**config.mk**
```make
export PLATFORM = sky130hd
export DESIGN_NAME = ssb_demod
export DESIGN_NICKNAME = d
export VERILOG_FILES = /design/src/rtl/ssb_demod.sv
export SDC_FILE = /design/constraint.sdc
export NUM_CORES = 2
export LEC_CHECK = 0
export ABC_AREA = 0
export CAP_MARGIN = 20
export CORE_UTILIZATION = 30
export CTS_BUF_LIST = sky130_fd_sc_hd__clkbuf_8
export DETAILED_ROUTE_END_ITERATION = 8
export PLACE_DENSITY_LB_ADDON = 0.25
export SYNTH_ARGS = -nofsm -noshare
export SYNTH_HDL_FRONTEND = slang
export SYNTH_SLANG_ARGS = --single-unit
```
**constraint.sdc**
```tcl
create_clock -name clk -period 14 [get_ports clk]
set_clock_uncertainty 0.1 [all_clocks]
set_input_delay 3.5 -clock clk [delete_from_list [all_inputs] [get_ports clk]]
set_output_delay 3.5 -clock clk [all_outputs]
set_load 0.02 [all_outputs]
```
**src/rtl/ssb_demod.sv**
```systemverilog
// Coherent quadrature downconverter: mixes a real sample stream with an NCO
// cos/sin pair and integrate-and-dumps the products into decimated I/Q words.
module ssb_demod #(
    parameter int DEC_LOG2 = 4
) (
    input  logic               clk,
    input  logic               rst,
    input  logic [31:0]        phase_inc,
    input  logic               phase_load,
    input  logic signed [15:0] s_in,
    input  logic               s_valid,
    output logic signed [31:0] i_out,
    output logic signed [31:0] q_out,
    output logic               out_valid
);

    localparam int AW = 32 + DEC_LOG2;
    localparam logic [DEC_LOG2-1:0] CNT_LAST = '1;

    // First quadrant of round(32767*sin(2*pi*k/256)), k = 0..64.
    localparam logic signed [15:0] QTR [0:64] = '{
        16'sd0,     16'sd804,   16'sd1608,  16'sd2410,  16'sd3212,  16'sd4011,  16'sd4808,  16'sd5602,
        16'sd6393,  16'sd7179,  16'sd7962,  16'sd8739,  16'sd9512,  16'sd10278, 16'sd11039, 16'sd11793,
        16'sd12539, 16'sd13279, 16'sd14010, 16'sd14732, 16'sd15446, 16'sd16151, 16'sd16846, 16'sd17530,
        16'sd18204, 16'sd18868, 16'sd19519, 16'sd20159, 16'sd20787, 16'sd21403, 16'sd22005, 16'sd22594,
        16'sd23170, 16'sd23731, 16'sd24279, 16'sd24811, 16'sd25329, 16'sd25832, 16'sd26319, 16'sd26790,
        16'sd27245, 16'sd27683, 16'sd28105, 16'sd28510, 16'sd28898, 16'sd29268, 16'sd29621, 16'sd29956,
        16'sd30273, 16'sd30571, 16'sd30852, 16'sd31113, 16'sd31356, 16'sd31580, 16'sd31785, 16'sd31971,
        16'sd32137, 16'sd32285, 16'sd32412, 16'sd32521, 16'sd32609, 16'sd32678, 16'sd32728, 16'sd32757,
        16'sd32767
    };

    logic [31:0]          phase_inc_r;
    logic [31:0]          phase_acc;
    logic signed [15:0]   s_r;
    logic signed [15:0]   cos_r;
    logic signed [15:0]   sin_r;
    logic signed [15:0]   cos_lu;
    logic signed [15:0]   sin_lu;
    logic signed [31:0]   p_i;
    logic signed [31:0]   p_q;
    logic                 v1;
    logic                 v2;
    logic signed [AW-1:0] acc_i;
    logic signed [AW-1:0] acc_q;
    logic signed [AW-1:0] sum_i;
    logic signed [AW-1:0] sum_q;
    logic [DEC_LOG2-1:0]  count;

    // Full 256-entry sine folded out of the quarter table; cos is sin shifted a quarter turn.
    function automatic logic signed [15:0] sin_of(input logic [7:0] k);
        logic [6:0]         idx;
        logic signed [15:0] mag;
        idx = k[6] ? (7'd64 - {1'b0, k[5:0]}) : {1'b0, k[5:0]};
        mag = QTR[idx];
        return k[7] ? -mag : mag;
    endfunction

    always_comb begin
        sin_lu = sin_of(phase_acc[31:24]);
        cos_lu = sin_of(phase_acc[31:24] + 8'd64);
        sum_i  = acc_i + AW'(p_i);
        sum_q  = acc_q + AW'(p_q);
    end

    always_ff @(posedge clk or posedge rst) begin
        if (rst) begin
            phase_inc_r <= '0;
            phase_acc   <= '0;
            s_r         <= '0;
            cos_r       <= '0;
            sin_r       <= '0;
            p_i         <= '0;
            p_q         <= '0;
            v1          <= 1'b0;
            v2          <= 1'b0;
            acc_i       <= '0;
            acc_q       <= '0;
            count       <= '0;
            i_out       <= '0;
            q_out       <= '0;
            out_valid   <= 1'b0;
        end else if (phase_load) begin
            phase_inc_r <= phase_inc;
            phase_acc   <= '0;
            acc_i       <= '0;
            acc_q       <= '0;
            count       <= '0;
            v1          <= 1'b0;
            v2          <= 1'b0;
            out_valid   <= 1'b0;
        end else begin
            out_valid <= 1'b0;

            v1 <= s_valid;
            if (s_valid) begin
                s_r       <= s_in;
                cos_r     <= cos_lu;
                sin_r     <= sin_lu;
                phase_acc <= phase_acc + phase_inc_r;
            end

            v2 <= v1;
            if (v1) begin
                p_i <= s_r * cos_r;
                p_q <= s_r * sin_r;
            end

            // Last sample of the block is folded straight into the dump.
            if (v2) begin
                if (count != CNT_LAST) begin
                    acc_i <= sum_i;
                    acc_q <= sum_q;
                    count <= count + 1'b1;
                end else begin
                    i_out     <= 32'(sum_i >>> DEC_LOG2);
                    q_out     <= 32'(sum_q >>> DEC_LOG2);
                    out_valid <= 1'b1;
                    acc_i     <= '0;
                    acc_q     <= '0;
                    count     <= '0;
                end
            end
        end
    end

endmodule
```
==> out/metrics.yaml <==
status:
  status: "finished, final reports clean"
logic_synthesis:
  synth_xor_area_share_pct: 4.18
  synth_edf_count: 0
  synth_top_area_share_pct: 25.9
  synth.most_common_cell: "inv_1"
  synth_top_family_by_area: "adder cells"
  synth_fp_nets: 5333
  synth_adder_area_share_pct: 34.9
  yosysSeqAreaShare_pct: 19.6
  synth_ff_type: "dfrtp_1"
  synthesis.area_mm2: 0.0408
  synth_commonest_cells: "628 x inv_1, 553 x nand2_1, 527 x fa_1"
  synth_cells: 4461
  synth_top_cell_by_area: "fa_1"
  synthSimpleGateAreaFrac_pct: 15.3
  ys_seq_elements: 319
  synthArstFlopShare_pct: 100
  synthMuxAreaShare_pct: 3.36
  synth_cell_types: 106
  yosys-top-cells-area: "fa_1 26%, dfrtp_1 20%, ha_1 9.0%"
  ys_warn_count: 0
  avgSynthCellArea_um2: 9.14
  synth-compound-area-share_pct: 14.4
critical_path:
  crit_top_cell: "fa_1"
  crit_buf_inv: 6
  path_class: "reg2reg"
  critPathMaxFanout: 19
  crit_arrival_ns: 7.68
  path_cells: "buf_4 > nand2_1 > fa_1 > inv_1 > fa_1 > inv_1 > fa_1 > inv_1 > fa_1 > fa_1 > inv_1 > fa_1 > inv_1 > ha_1 > nand4_1 > nor2_1 > o21ai_0 > o41a_1 > a2bb2oi_1 > o21ai_0 > or4_1 > a31oi_1 > xor2_1 > o21ai_0"
  crit_path_start_kind: "flop"
  cp-end-kind: "flop"
  crit_family: "adder cells"
  slowest_delay_ns: 0.73
  cp.required_ns: 14.47
  cpMaxStageDelayCell: "dfrtp_1"
sta:
  fin_crit_ns: 7.21
  rsz0062_at_grt: "false"
  relSlewSlack_pct: 30.8
  slew_viol_final: 0
  hold_violations: 0
  worst_hold_slack_ns: 0.377
  tns_ns: 0
  setup_viol: 0
  worstMarginPinSlew_ns: 1.04
  period_share_pct: 51.5
  max_freq_mhz: 139
detailed_routing:
  avgRoutedWirePerCell_um: 17.1
  dr.first_iter.drc_count: 1916
  drc: 0
  finalWirelength_um: 107000
  vias: 30803
  drt-pass1-iter-count: 5
  ant_nets: 0
  via_per_inst: 4.91
cts:
  root_buffer: "clkbuf_8"
  clock-sinks: 319
  htree_levels: 2
  cts_resized: 0
  clockBufferDepth: 3
  post_cts_buffers: 0
  cts.clk_slew.worst_paths_ns: 0.06
  cts_made_buffers: 59
  cts_tree: "yes"
  clk_latency_ns: 0.72
  cts_hold_buf: 0
floorplanning:
  row_count: 134
  io_pins: 117
  die_area_mm2: 0.137
  die_h_um: 371
  fp.dieW_um: 371
  start_util_pct: 30.4
  core_region_area_mm2: 0.134
grt:
  grt.overflow.total: 0
  antenna_found_initial: 3
  grt_pass1_wl_um: 177000
  grt_max_degree: 131
  grt_usage_pct: 15.8
  grt_pass1_vias: 31649
cells_and_area:
  finalNetCount: 5321
  syn2layout_area_growth_pct: 9.98
  design_area_mm2: 0.0448
  drive_above_1_share_pct: 6.60
  fill_cells: 13936
worst_hold_path:
  hold_path_class: "reg2reg"
placement:
  portBuffers: 116
  hpwlAfterDp_um: 81000
  gp_congestion: 0.868
  place_area_mm2: 0.0435
flow_run:
  cap_violations: 0
worst paths after layout:
check	start	end	slack, ns	depth (start not counted)
min in group asynchronous	rst	phase_acc[0]$_DFFE_PP0P_	3.15	2
max reg2reg	s_r[6]$_DFFE_PP0P_	p_q[30]$_DFFE_PP0P_	6.79	24
min reg2reg	p_i[27]$_DFFE_PP0P_	p_i[27]$_DFFE_PP0P_	0.38	2
max	s_r[6]$_DFFE_PP0P_	p_q[30]$_DFFE_PP0P_	6.79	24
min	p_i[27]$_DFFE_PP0P_	p_i[27]$_DFFE_PP0P_	0.38	2
max in group asynchronous	rst	p_i[30]$_DFFE_PP0P_	8.74	4
layer usage:
layer	wire length, um	part of all wire, %	track usage [%]	vias to the layer above
li1	-	-	-	14695
met1	52400	49	22.7	15356
met2	48100	45	25.2	639
met3	4690	4.4	2.15	111
met4	1800	1.7	3.22	2
met5	13	0.012	0	-
layout make-up:
cell class                      count  area [um2]  share of cell area [%]
Multi-Input combinational cell   3278       29400                    65.6
Sequential cell                   319        7980                    17.8
Inverter                          632        2380                    5.31
Tap cell                         1768        2210                    4.93
Timing Repair Buffer              159        1490                    3.32
Clock buffer                       70         963                    2.15
Clock inverter                     40         379                   0.845
Antenna cell                        3        7.51                  0.0167
state kept, by name, summed over array words and instances (netlist names):
register / flops
v2: 1
v1: 1
q_out: 32
p_i: 32
p_q: 32
acc_q: 36
i_out: 32
out_valid: 1
cos_r: 16
sin_r: 16
phase_acc: 32
s_r: 16
acc_i: 36
phase_inc_r: 32
count: 4
cell families (layout without fill, tap and decap cells):
logic type,after synthesis,count (layout)
fa+ha+maj,820,820
xor+xnor,191,191
mux,124,124
buf+inv,864,901
other cells,0,3
flops,319,319
compound gates,854,854
simple gates,1289,1289
layout by cell type, fill, tap and decap left out, drive strengths merged, types with 10 or more instances in the layout:
master	count
mux2	93
clkdlybuf4s50	114
inv	653
o21bai	27
o32ai	11
nor3b	13
a221oi	12
nand3	62
buf	45
clkbuf	70
a32oi	11
nor2b	21
o22ai	11
a211o	15
xor2	61
a2111oi	12
a21o	69
or3	15
nand4	20
a22o	67
a211oi	46
o211ai	26
o21ai	227
and3	17
o21a	15
or2	17
nand2b	30
nand2	554
a31oi	26
nor2	194
and2	253
xnor2	130
nor3	44
nor4	10
ha	293
mux2i	30
a21oi	154
o31ai	21
fa	527
dfrtp	319
per-stage QoR:
| step | setup slack (ns) | utilization (%) | std cells |
|---|---|---|---|
| after floorplan | 1.57 | - | 4461 |
| after global placement | 6.83 | 32.4 | 6155 |
| after detailed placement | 6.81 | 32.4 | 6155 |
| after CTS | 6.76 | 33.4 | 6265 |
| after global routing | 6.29 | 33.4 | 6268 |
| final | 6.79 | 33.4 | 6269 |
tightest hold or removal path: cells and delay by family, from the launching register on:
family           cells  cell delay, ns
flip-flops           1            0.35
AND/OR/NAND/NOR      2            0.10
Power is not shown: default switching activity piles up to over one toggle a cycle in this logic, so the estimate is an artifact.
